$ cat src/rtl/turn_signal_seq.sv
// Tail-light turn-signal sequencer: mode register, step timer and lamp/HEX decode in one block.
// Requests are sampled only on tick edges (1..TICK_DIV cycles latency); level inputs, no backpressure.
module turn_signal_seq #(
  parameter int LAMPS    = 3,
  parameter int TICK_DIV = 25_000_000
) (
  input  logic                       clk,
  input  logic                       reset_n,
  input  logic                       left_req,
  input  logic                       right_req,
  input  logic                       hazard_req,
  output logic [LAMPS-1:0]           LEDR_L,
  output logic [LAMPS-1:0]           LEDR_R,
  output logic [7:0]                 HEX0,
  output logic [1:0]                 CurrentState,
  output logic [$clog2(LAMPS+1)-1:0] step
);

  localparam int SW = $clog2(LAMPS + 1);
  localparam int CW = (TICK_DIV > 1) ? $clog2(TICK_DIV) : 1;

  typedef enum logic [1:0] {
    IDLE   = 2'd0,
    LEFT   = 2'd1,
    RIGHT  = 2'd2,
    HAZARD = 2'd3
  } mode_t;

  logic [CW-1:0] count;
  logic          tick;
  mode_t         state_q, state_d, req_mode;
  logic [SW-1:0] step_q, step_d;
  logic [LAMPS-1:0] therm;

  assign tick = (count == CW'(TICK_DIV - 1));

  // Free-running divider; mode changes never touch it.
  always_ff @(posedge clk or negedge reset_n) begin
    if (!reset_n) begin
      count <= '0;
    end else if (tick) begin
      count <= '0;
    end else begin
      count <= count + CW'(1);
    end
  end

  always_ff @(posedge clk or negedge reset_n) begin
    if (!reset_n) begin
      state_q <= IDLE;
      step_q  <= '0;
    end else begin
      state_q <= state_d;
      step_q  <= step_d;
    end
  end

  always_comb begin
    req_mode = IDLE;
    if (hazard_req || (left_req && right_req)) begin
      req_mode = HAZARD;
    end else if (left_req) begin
      req_mode = LEFT;
    end else if (right_req) begin
      req_mode = RIGHT;
    end
  end

  always_comb begin
    state_d = state_q;
    step_d  = step_q;
    if (tick) begin
      if (req_mode != state_q) begin
        state_d = req_mode;
        step_d  = '0;
      end else begin
        unique case (state_q)
          LEFT, RIGHT: step_d = (step_q == SW'(LAMPS)) ? '0 : step_q + SW'(1);
          HAZARD:      step_d = (step_q == '0) ? SW'(LAMPS) : '0;
          default:     step_d = '0;
        endcase
      end
    end
  end

  // Thermometer: lamp i lit when step > i, so step == LAMPS lights the whole bank.
  always_comb begin
    therm = '0;
    for (int unsigned i = 0; i < LAMPS; i++) begin
      therm[i] = (32'(step_q) > i);
    end
  end

  always_comb begin
    LEDR_L = '0;
    LEDR_R = '0;
    HEX0   = 8'hBF;
    unique case (state_q)
      LEFT: begin
        LEDR_L = therm;
        HEX0   = 8'hC7;
      end
      RIGHT: begin
        LEDR_R = therm;
        HEX0   = 8'hAF;
      end
      HAZARD: begin
        LEDR_L = therm;
        LEDR_R = therm;
        HEX0   = 8'h89;
      end
      default: ;
    endcase
  end

  assign CurrentState = state_q;
  assign step         = step_q;

endmodule

$ cat config.mk
export PLATFORM = sky130hd
export DESIGN_NAME = turn_signal_seq
export DESIGN_NICKNAME = d
export VERILOG_FILES = /design/src/rtl/turn_signal_seq.sv
export SDC_FILE = /design/constraint.sdc
export NUM_CORES = 1
export LEC_CHECK = 0
export CAP_MARGIN = 15
export CORE_AREA = 2 2 80 82
export CTS_BUF_LIST = sky130_fd_sc_hd__clkbuf_4 sky130_fd_sc_hd__clkbuf_8 sky130_fd_sc_hd__clkbuf_16
export DETAILED_ROUTE_END_ITERATION = 8
export DIE_AREA = 0 0 82 84
export GPL_TIMING_DRIVEN = 0
export SYNTH_ARGS = -nofsm -noshare
export SYNTH_HDL_FRONTEND = slang
export SYNTH_SLANG_ARGS = --single-unit
$ cat constraint.sdc
create_clock -name clk -period 2.17 [get_ports clk]
set_input_delay 0.434 -clock clk [delete_from_list [all_inputs] [get_ports clk]]
set_output_delay 0.434 -clock clk [all_outputs]
set_load 0.01 [all_outputs]
==> flow_metrics.py, run 1 <==
metrics = {
    "sta": {
        "final.setup.worst_slack_ps": 79.6,
        "rsz0062_at_grt": "no",
        "maxSlewViolCount": 0,
        "finalHoldViolations": 0,
        "fin_crit_ps": 2090,
        "max_freq_mhz": 478,
        "tightest_slew_ps": 689,
        "relSlewSlack_pct": 53.9,
        "final-setup-viol-count": 0,
        "finalCritPeriodShare_pct": 96.3,
        "skew_ps": 2.64,
        "holdWs_ps": 492,
    },
    "critical_path": {
        "critPathMaxStageDelay_ps": 530,
        "crit_chain": "buf_4 > ha_1 > inv_1 > clkdlybuf4s50_1",
        "worstPathRequired_ps": 1740,
        "cp-start-kind": "flip-flop",
        "end_kind": "output port",
        "slowest_stage": "clkdlybuf4s50_1",
        "cp_max_fo": 5,
        "rr_worst_depth": 5,
        "worst-r2r-setup-slack_ps": 160,
        "critPathKind": "reg -> out",
        "critical_path_arrival_ps": 1660,
    },
    "finish": {
        "final_util_pct": 36.5,
        "final_common_cell": "dfrtp_1",
        "layout_common_cells": "dfrtp_1 (27), nor2_1 (17), buf_4 (15)",
        "syn2layout_area_growth_pct": 31.0,
        "drive_above_1_share_pct": 22.2,
        "nets": 230,
        "final_area_um2": 2220,
        "diodes": 0,
    },
    "pwr": {
        "switching_share_pct": 20.2,
        "pwr-share-comb_pct": 3.3,
        "switchingPower_uw": 208,
        "intPower_uw": 821,
        "max-vdd-ir-drop_uv": 250,
        "leakagePower_nw": 0.966,
        "finalPower_mw": 1.03,
        "pwr-share-seq_pct": 52.6,
        "power_density_nw_per_um2": 463,
        "pwr-share-clk_pct": 44.1,
    },
    "route": {
        "dr.pass1.iters": 4,
        "wire_per_inst_um": 12.1,
        "vias": 1392,
        "ant_nets": 0,
        "totalWireLength_mm": 3.55,
        "route.detailed.drc": 0,
        "avgViaCountPerCell": 4.75,
        "drtIter0Drc": 79,
    },
    "logic_synthesis": {
        "synth.distinct_cells": 41,
        "ys_warn_count": 0,
        "avgSynthCellArea_um2": 9.70,
        "syn_area_um2": 1700,
        "synthCells": 175,
        "ys_seq_elements": 29,
        "seq_area_frac_synth_pct": 42.7,
    },
    "die": {
        "die_w_um": 82,
        "io_pins": 23,
        "initial_core_util_pct": 27.9,
        "rows": 29,
        "dieArea_um2": 6890,
        "coreArea_um2": 6100,
        "die_y_um": 84,
    },
    "clocking": {
        "cts_buffers": 5,
        "htree_levels": 2,
        "clk_pin_slew_ps": 60,
        "cts_sinks": 29,
        "cts_tree": "built",
        "clk_latency_ps": 280,
        "clk_path_buf_depth": 2,
        "cts-root-buf": "clkbuf_8",
    },
    "placement": {
        "hpwl_mm": 2.46,
        "place_area_um2": 2030,
        "gp_routability_congestion": 0.771,
        "portBuffers": 20,
        "dp_slack_ps": -186,
    },
    "global_route": {
        "grt_max_degree": 18,
        "grt_overflow": 0,
        "first_global_vias": 1350,
        "gr-usage-all-layers_pct": 11.5,
        "antenna_found_initial": 0,
        "grt_pass1_wl_mm": 6.18,
    },
    "min_path": {
        "worstHoldPathType": "reg -> reg",
        "holdPathStages": 1,
    },
    "flow_run": {
        "cap_violations": 0,
    },
    "outcome": {
        "status": "finished, final reports clean",
    },
}
[area by class of cell]
cell class | count | area, um^2
clock buffer | 8 | 91.3
timing repair buffer | 32 | 312
inverter | 11 | 41.3
buffer | 7 | 51.3
tap | 77 | 96.3
sequential | 29 | 728
multi-input combinational | 129 | 903
fill | 618 | 3870
[layer usage]
| layer | wire length, um | vias up | global-route usage [%] |
|---|---|---|---|
| li1 | - | 693 | - |
| met1 | 1760 | 662 | 15.9 |
| met2 | 1570 | 29 | 16.1 |
| met3 | 132 | 8 | 3.35 |
| met4 | 78 | 0 | 5.76 |
| met5 | 0 | - | 0 |
[sequential cells by signal, indices dropped and copies added, names as in the netlist]
signal / flops
CurrentState: 2
count: 25
step: 2
[final timing paths]
path                                  from         endpoint
max in group asynchronous          reset_n  CurrentState[1]
min                              count[23]        count[23]
min in group asynchronous          reset_n        count[20]
min reg2reg                      count[23]        count[23]
max reg2reg                       count[0]        count[12]
max                        CurrentState[0]          HEX0[1]
[worst max-delay path: cells and delay by family (launching register included)]
kind | cells | cell delay [ps]
flops | 1 | 430
fa+ha+maj | 1 | 180
buf+inv | 3 | 760
[through the flow]
step           instances  TNS [ps]
2_1_floorplan        176         0
3_3_place_gp         273     -1600
3_5_place_dp         274     -1580
4_1_cts              287         0
5_1_grt              293         0
6_report             293         0
[synth_stat cells]
cell      count  share of area (%)
nor2b_1       2               0.74
nor4_1        2               0.74
nand4_2       3                2.2
buf_4         4                1.8
a21oi_1       9                2.7
o32ai_1       1               0.52
nor3_1        4                1.2
and4_1        1               0.52
nand4_1       3                1.1
or4bb_1       1               0.66
and3_1        1               0.37
ha_1         10                7.4
dfrtp_1      29                 43
nand2_1       7                1.5
xnor2_1       8                4.1
conb_1        1               0.22
nor2_1       19                4.2
a22o_1        1               0.52
or2_2         2               0.74
buf_6         1               0.66
nand3_1       9                2.7
and3b_1       1               0.52
nor4b_1       1               0.52
clkbuf_1      1               0.22
buf_2         1               0.29
inv_1        11                2.4
mux2i_1       3                1.8
or4_2         1               0.52
and4_2        1               0.59
or3_1         6                2.2
o31ai_1       5                2.2
o21ai_0       7                2.1
or3_2         1               0.44
a22oi_1       1               0.44
xor2_1        7                3.6
and2_1        1               0.37
or4_1         4                1.8
nand2b_1      1               0.37
nor3_2        1               0.59
or4_4         2                1.3
a21oi_2       1               0.52
[power groups by stage]
stage / Sequential (mW) / Clock (mW) / Combinational, mW
after floorplan: 0.551 / 0 / 0.00785
after global placement: 0.551 / 0 / 0.0290
after detailed placement: 0.551 / 0 / 0.0352
after CTS: 0.541 / 0.473 / 0.0353
after global routing: 0.541 / 0.491 / 0.0388
final: 0.541 / 0.454 / 0.0343
[what timing repair did]
action,CTS,global route
pin swaps,2,3
gates cloned,0,0
setup buffers,5,6
endpoints found under the setup margin,18,15
hold buffers,0,0
resized for setup,16,2
[cell families after synthesis]
kind of cell	after synthesis	share of synthesized area, %
buffers and inverters	18	5.38
multiplexers	3	1.77
adder cells (fa/ha/maj)	10	7.37
other	1	0.221
AO/OA/AOI/OAI	25	8.92
AND/OR/NAND/NOR	74	25.9
flip-flops	29	42.7
XOR/XNOR	15	7.74
Power figures use the tool's default switching activity.
==> run 2, diff against run 1 <==
TNS_END_PERCENT = 100   (was not set)
==> results of run 2 <==
Final layout, timing and power as in run 1 (identical DEF).
==> run 3, diff against run 2 <==
ABC_AREA = 1   (was not set)
CORE_AREA = 2 2 87 89   (was 2 2 80 82)
DIE_AREA = 0 0 89 91   (was 0 0 82 84)
==> flow_metrics.py, run 3 <==
metrics = {
    "outcome": {
        "status": "finished, final reports clean",
    },
    "route": {
        "dr_wl_met3_um": 255,
        "drtIter0Drc": 86,
        "highest_layer": "met4",
        "wl_met2_mm": 2.20,
        "wire_per_inst_um": 11.0,
        "avgViaCountPerCell": 4.34,
        "totalWireLength_mm": 4.84,
        "dr.pass1.iters": 4,
        "met1_length_mm": 2.27,
        "route.detailed.drc": 0,
        "vias": 1903,
        "ant_nets": 0,
    },
    "pwr": {
        "power_density_nw_per_um2": 423,
        "leakagePower_nw": 1.23,
        "max-vdd-ir-drop_uv": 170,
    },
    "logic_synthesis": {
        "yosys.area.top_type": "dfrtp_1",
        "synth_commonest_cells": "nand2_1 (95), nor2_1 (61), inv_1 (38)",
        "synth.most_common_cell": "nand2_1",
        "seq_area_frac_synth_pct": 35.6,
        "synth_top_family_by_area": "simple AND/OR/NAND/NOR gates",
        "synthCells": 303,
        "synth-xor-area-share_pct": 4.72,
        "ys_seq_elements": 29,
        "yosys-top-cells-area": "dfrtp_1 (36%), nand2_1 (17%), nor2_1 (11%)",
        "synthFlopType": "dfrtp_1",
        "syn_area_um2": 2040,
        "synth_compound_area_share_pct": 1.35,
        "synth.distinct_cells": 23,
        "synth_fa_ha_area_share_pct": 6.13,
        "synth-edff-count": 0,
        "synth_mux_area_share_pct": 0,
        "avgSynthCellArea_um2": 6.73,
        "yosys.area.top_type_share_pct": 35.6,
        "async_flop_share_pct": 100,
        "synthSimpleGateAreaFrac_pct": 42.8,
        "ys_warn_count": 0,
    },
    "placement": {
        "portBuffers": 20,
        "place_area_um2": 2390,
        "hpwl_mm": 3.59,
        "gp_routability_congestion": 0.884,
        "dp.cells": 424,
    },
    "critical_path": {
        "cp_max_fo": 4,
        "worst-r2r-setup-slack_ps": 520,
        "crit_path_frequent_cell": "buf_4",
        "critPathKind": "reg -> out",
        "critical_path_arrival_ps": 1660,
        "path_buf_inv": 3,
        "end_kind": "output port",
        "crit_family": "buffers and inverters",
        "crit_chain": "buf_4 > ha_1 > nor2_2 > buf_4 > nor2_1 > dlygate4sd2_1",
        "cp-start-kind": "flip-flop",
        "critPathMaxStageDelay_ps": 450,
        "slowest_stage": "dfrtp_2",
        "worstPathRequired_ps": 1740,
    },
    "finish": {
        "final_cell_count_no_fill": 438,
        "nets": 353,
        "drive_above_1_share_pct": 13.3,
        "max_flop_register": "count",
        "syn2layout_area_growth_pct": 25.2,
        "fillCellCount": 784,
        "diodes": 0,
        "final_util_pct": 35.8,
        "layout_common_cells": "nand2_1 (95), nor2_1 (59), inv_1 (36)",
        "final_common_cell": "nand2_1",
        "final_area_um2": 2550,
        "largest_reg_flops": 25,
    },
    "clocking": {
        "cts_tree": "built",
        "hold_buffers": 0,
        "htree_levels": 2,
        "clk_pin_slew_ps": 60,
        "cts_buffers": 5,
        "cts-root-buf": "clkbuf_8",
        "clk_latency_ps": 290,
        "cts_sinks": 29,
        "clk_path_buf_depth": 2,
    },
    "sta": {
        "final-setup-viol-count": 0,
        "relSlewSlack_pct": 57.5,
        "fin_crit_ps": 2090,
        "maxSlewViolCount": 0,
        "finalSetupTns_ps": 0,
        "skew_ps": 5.76,
        "max_freq_mhz": 478,
        "finalHoldViolations": 0,
        "rsz0062_at_grt": "no",
        "finalCritPeriodShare_pct": 96.4,
        "tightest_slew_ps": 636,
    },
    "global_route": {
        "first_global_vias": 1871,
        "grt_overflow": 0,
        "grt_max_degree": 19,
        "gr-usage-all-layers_pct": 13.4,
        "grt_pass1_wl_mm": 8.58,
        "antenna_found_initial": 0,
    },
    "die": {
        "dieArea_um2": 8100,
        "die_w_um": 89,
        "rows": 31,
        "die_y_um": 91,
        "initial_core_util_pct": 28.6,
        "coreArea_um2": 7140,
        "io_pins": 23,
    },
    "min_path": {
        "worstHoldPathType": "reg -> reg",
    },
    "flow_run": {
        "cap_violations": 0,
    },
}
-- run 3: changes by cell type after synthesis, sizes merged, moves of 7 or more --
cell and delta:
or4 -7, inv +30, or3 -7, a21oi -8, nand2 +91, nand3 +12, nor2 +50
-- run 3: path summary, 6_finish.rpt --
path | cells after the start | end | from
worst max-delay path | 6 | LEDR_L[0] | CurrentState[0]
max in group asynchronous | 2 | CurrentState[0] | reset_n
worst min-delay path | 1 | count[0] | count[0]
min in group asynchronous | 1 | count[11] | reset_n
worst max register to register | 6 | count[13] | count[0]
worst min register to register | 1 | count[0] | count[0]
-- run 3: layout make-up --
class,count,area (um^2),area share [%]
Buffer,4,33.8,1.32
Clock buffer,7,96.3,3.77
Clock inverter,1,5.00,0.196
Inverter,41,154,6.03
Multi-Input combinational cell,230,1140,44.6
Sequential cell,29,728,28.5
Tap cell,99,124,4.85
Timing Repair Buffer,27,274,10.7
-- run 3: where the power goes --
group	leakage (nW)	internal [mW]	switching, mW
combinational	0.802	0.0172	0.0234
clock	0.0542	0.286	0.213
sequential	0.377	0.541	0
-- run 3: logic make-up (layout without fill, tap and decap cells) --
| family | after synthesis | after routing |
|---|---|---|
| xor+xnor | 11 | 11 |
| compound gates | 5 | 5 |
| simple gates | 202 | 202 |
| other cells | 1 | 2 |
| buf+inv | 45 | 80 |
| fa+ha+maj | 10 | 10 |
| flops | 29 | 29 |
-- run 3: timing repair --
item                                   in CTS  in global routing
endpoints found under the hold margin       0                  0
pin swaps                                   1                  1
resized for setup                          13                  6
buffers inserted                            3                  3
setup endpoints to repair                   9                  7
-- run 3: routing by layer --
| metal | GRT usage (%) | up-vias |
|---|---|---|
| met3 | 3.82 | 8 |
| met5 | 0 | - |
| met4 | 4.85 | 0 |
| li1 | - | 987 |
| met2 | 21.0 | 44 |
| met1 | 17.3 | 864 |
-- run 3: stage by stage --
| step | hold WS, ps | setup slack, ps | power (mW) |
|---|---|---|---|
| floorplan | 138 | 509 | 0.566 |
| global placement | 462 | 42.1 | 0.586 |
| detailed placement | 469 | 25.5 | 0.592 |
| CTS | 482 | 12.5 | 1.10 |
| global route | 505 | 2.19 | 1.14 |
| finish | 478 | 77.9 | 1.08 |
